File: src/rtl/priority_encoder.sv
// rtl/priority_encoder.sv - registered lowest-set-bit priority encoder with "none" flag
module priority_encoder #(
  parameter int WIDTH = 8,
  parameter int IW    = $clog2(WIDTH) + 1
) (
  input  logic             clk,
  input  logic             rst_n,
  input  logic [WIDTH-1:0] bits,
  output logic [IW-1:0]    index
);

  localparam int            LEVELS    = $clog2(WIDTH);
  localparam int            PW        = IW - 1;
  localparam logic [IW-1:0] NONE_CODE = {1'b1, {PW{1'b0}}};

  logic          anySet;
  logic [PW-1:0] winPos;

  // Binary reduction tree: each node keeps "any set" and the subtree-relative position
  // of its lowest set bit; the lower child wins whenever it has a request.
  always_comb begin : reduceTree
    logic [WIDTH-1:0]    nodeSet;
    logic [WIDTH*PW-1:0] nodePos;
    nodeSet = bits;
    nodePos = '0;
    for (int lvl = 0; lvl < LEVELS; lvl++) begin
      for (int j = 0; j < (WIDTH >> (lvl + 1)); j++) begin
        if (nodeSet[2*j +: 1] == 1'b1) begin
          nodePos[j*PW +: PW] = nodePos[(2*j)*PW +: PW];
        end else begin
          nodePos[j*PW +: PW] = nodePos[(2*j+1)*PW +: PW] | (PW'(1) << lvl);
        end
        nodeSet[j +: 1] = nodeSet[2*j +: 1] | nodeSet[(2*j+1) +: 1];
      end
    end
    anySet = nodeSet[0];
    winPos = nodePos[PW-1:0];
  end

  // Output flop: reset forces the none code, otherwise capture this cycle's winner
  always_ff @(posedge clk) begin
    if (!rst_n) begin
      index <= NONE_CODE;
    end else if (anySet) begin
      index <= {1'b0, winPos};
    end else begin
      index <= NONE_CODE;
    end
  end

endmodule

File: config.mk
export PLATFORM = sky130hd
export DESIGN_NAME = priority_encoder
export DESIGN_NICKNAME = d
export VERILOG_FILES = /design/src/rtl/priority_encoder.sv
export SDC_FILE = /design/constraint.sdc
export NUM_CORES = 1
export LEC_CHECK = 0
export CAP_MARGIN = 10
export CORE_AREA = 5 5 42 44
export CTS_CLUSTER_SIZE = 16
export DETAILED_ROUTE_END_ITERATION = 10
export DIE_AREA = 0 0 47 49
export SETUP_SLACK_MARGIN = 0.4
export SYNTH_ARGS = -nofsm -noshare
export SYNTH_HDL_FRONTEND = slang
export SYNTH_SLANG_ARGS = --single-unit
export TNS_END_PERCENT = 30
File: constraint.sdc
create_clock -name clk -period 1.4 [get_ports clk]
set_input_delay 0.28 -clock clk [delete_from_list [all_inputs] [get_ports clk]]
set_output_delay 0.28 -clock clk [all_outputs]
set_load 0.05 [all_outputs]
== Word level (Yosys, flattened, before mapping) ==
Cells that the tools add are included.
Cells by class
  multiplexer cells: 8
  bitwise logic cells: 7
  reductions and logical operators: 1
Operators with widths (number)
  1-bit bitwise OR: 7
  1-bit two-way mux: 4
  2-bit two-way mux: 2
  4-bit two-way mux: 1
  3-bit two-way mux: 1
  2-bit AND reduction: 1
Word-level totals
  bits in registers: 4
  logic and storage cells: 18

== Logic depth before layout (Yosys ltp) ==
  word-level depth: 4
  depth in mapped cells: 3

== Least setup slack after synthesis ==
Ideal clock, no wire load.
  path type: input to register
  start: in bits[5]
  end: reg index[0]
  setup time: 116 ps
  data arrival time: 845 ps
  slack: 439 ps
  stages on the path: 3
  buffers on the path: 0
  cell sequence: nor4_2 -> nand3_1 -> and3_1
Between the ends
  word-level cells in the longest chain between the ends: 4
  elaborated cells on any way between the ends: 6
RTL lines
  start, declared: RTL line 8  | input logic [WIDTH-1:0] bits,
  1-bit bitwise OR *: RTL line 33  | nodeSet[j +: 1] = nodeSet[2*j +: 1] | nodeSet[(2*j+1) +: 1];
  1-bit bitwise OR (2 in series): RTL line 33
  2-bit AND reduction (no line)
  end signal, assigned: RTL line 45  | index <= {1'b0, winPos};
  end, declared: RTL line 9  | output logic [IW-1:0] index
Every way passes the cells marked *; elsewhere a longest branch is shown, timed or not.
A chain may end at the register's enable or synchronous reset.

== Worst setup path in the final report ==
  start: reg index[3]
  end: out index[3]
No word-level cell between the ends.

==> flow_summary.ini <==
[worst_setup_path]
critPathLaunchType = flip-flop
crit_chain = buf_12
crit_family = flip-flops
crit_type = reg2out
crit_fanout = 1
worstPathRequired_ps = 1120
critPathBufInv = 1
cp.arrival_ps = 720
slowest_stage = dfxtp_1
crit_path_max_incr_delay_ps = 340
end_kind = output port

[timing]
fmax_ghz = 1.00
max_slew.worst_pin.slew_ps = 265
setup_viol = 0
slew_violations = 0
finalHoldViolCount = 0
fin_tns_setup_ps = 0
rsz0062_at_grt = true
relSlewSlack_pct = 82.2
period_share_pct = 71.2
layout_setup_ws_ps = 403
fin_crit_ps = 997

[run]
cap_violations = 0

[placed_design]
gp_congestion = 0.698
dpl.hpwl_um = 384
port-buffer-count = 13
pre_cts_ws_ps = -146

[yosys]
synth-edff-count = 0
yosysMostFrequentCell = dfxtp_1
yosysTopAreaCellShare_pct = 46.4
yosys-top-cells-count = dfxtp_1 (4), nor2_1 (3)
ys_warn_count = 0
syn_nets = 29
yosys.area.top_type = dfxtp_1
synth_seq_cells = 4
async_flop_share_pct = 0
avgSynthCellArea_um2 = 9.09
synthCells = 19
synthFlopType = dfxtp_1
synth.area.top_cells = dfxtp_1 (46%), a211oi_2 (7.2%), nor4_2 (7.2%), nor2_1 (6.5%), nor4b_1 (5.1%)
ys_types = 14
ys_seq_area_share_pct = 46.4
syn_area_um2 = 173

[finish]
n_fill_cell = 157
antenna_cells = 0
drive_above_1_share_pct = 44.7
syn2layout_area_growth_pct = 148
regMostFlops = index
reg_top3 = index (4)
fin_nets = 50
largest_reg_flops = 4
multiInputGateArea_um2 = 114
regArea_um2 = 80.1

[drt]
ant_nets = 0
firstDrtPassIters = 2
wl_per_cell_um = 9.48
routed_wl_um = 512
route.vias.total = 203
via_per_inst = 3.76
drc = 0
drtIter0Drc = 2

[status]
outcome = finished, final reports clean

[pwr]
p_leak_nw = 0.204
power.density_nw_per_um2 = 808
ir_drop_mv = 0.184

[global_route]
grt_usage_pct = 4.65
grt_pass1_vias = 197
grt-ovfl-total = 0
grt_antenna_before_repair = 0
grt_pass1_wl_um = 703
grt_start_max_net_pins = 6

[die]
fp.dieW_um = 47
dieArea_um2 = 2300
initial_utilization_pct = 12.3
coreArea_um2 = 1400
boundaryPins = 14
num_rows = 14
dieHeight_um = 49

[clock_network]
path_clk_slew_ps = 40
numCtsBuffers = 3
htreeDepth = 1
cts.hold.buffers_added = 0
root_buffer = clkbuf_4
cts_tree = built
clockBufferDepth = 2
numClockSinks = 4

[min_path]
hp-class = in2reg
## worst paths after layout
kind	startpoint	endpoint	slack, ps	cells past startpoint
hold / removal	rst_n	index[3]$_SDFF_PN1_	300	2
setup / recovery	index[3]$_SDFF_PN1_	index[3]	400	1
## timing repair
action,4_1_cts,5_1_grt
pin swaps,5,4
setup endpoints to repair,8,8
buffers inserted,2,1
resized for setup,11,8
## cell usage in the layout, fill, tap and decap left out
cell type        Yosys  final
a211oi_2             1      1
a21oi_1              1      1
and3_1               1      1
buf_12               0      4
buf_4                0      3
clkbuf_2             0      2
clkbuf_4             0      3
clkdlybuf4s15_1      0      2
dfxtp_1              4      4
dlygate4sd2_1        0      2
dlymetal6s2s_1       0      3
inv_1                1      1
nand2_1              1      1
nand2b_4             0      1
nand3_1              1      1
nor2_1               3      2
nor2_2               0      1
nor2b_1              1      1
nor4_4               0      1
nor4b_2              0      1
o21ai_0              1      1
or3_1                1      1
## cell families (layout without fill, tap and decap cells)
kind of cell / Yosys count / in the layout / synth area share [%]
buf+inv: 1 / 20 / 2.17
compound gates: 3 / 3 / 13.0
flops: 4 / 4 / 46.4
simple gates: 11 / 11 / 38.4
## power by group
part | internal [W] | switching [W] | total, W
logic | 0.0000445 | 0.0000395 | 0.0000840
clock network | 0.0000956 | 0.0000431 | 0.000139
registers | 0.000120 | 0.00000357 | 0.000123
## stage by stage
step           utilization [%]  std cells  hold slack [ps]  power [W]  instance area, um2
3_3_place_gp              25.9         48              729   0.000205                 363
3_5_place_dp              25.9         48              729   0.000206                 363
6_report                  30.5         54              299   0.000346                 428
2_1_floorplan                -         19              342   0.000152                 173
5_1_grt                   30.5         54              299   0.000363                 428
4_1_cts                   29.1         53              438   0.000355                 408
## routing by layer
layer,global-route usage [%],up-vias,share of wire [%]
li1,-,106,-
met1,4.19,89,37
met2,6.33,8,54
met3,0.369,0,9.2
met4,8.29,0,0
met5,0,-,0
## layout make-up
class | instances | area share [%]
clock buffer | 3 | 5.26
timing repair buffer | 16 | 43.9
multi-input combinational | 14 | 26.6
sequential | 4 | 18.7
tap | 16 | 4.68
inverter | 1 | 0.877
Note: power is estimated with default switching activity, not from simulation.
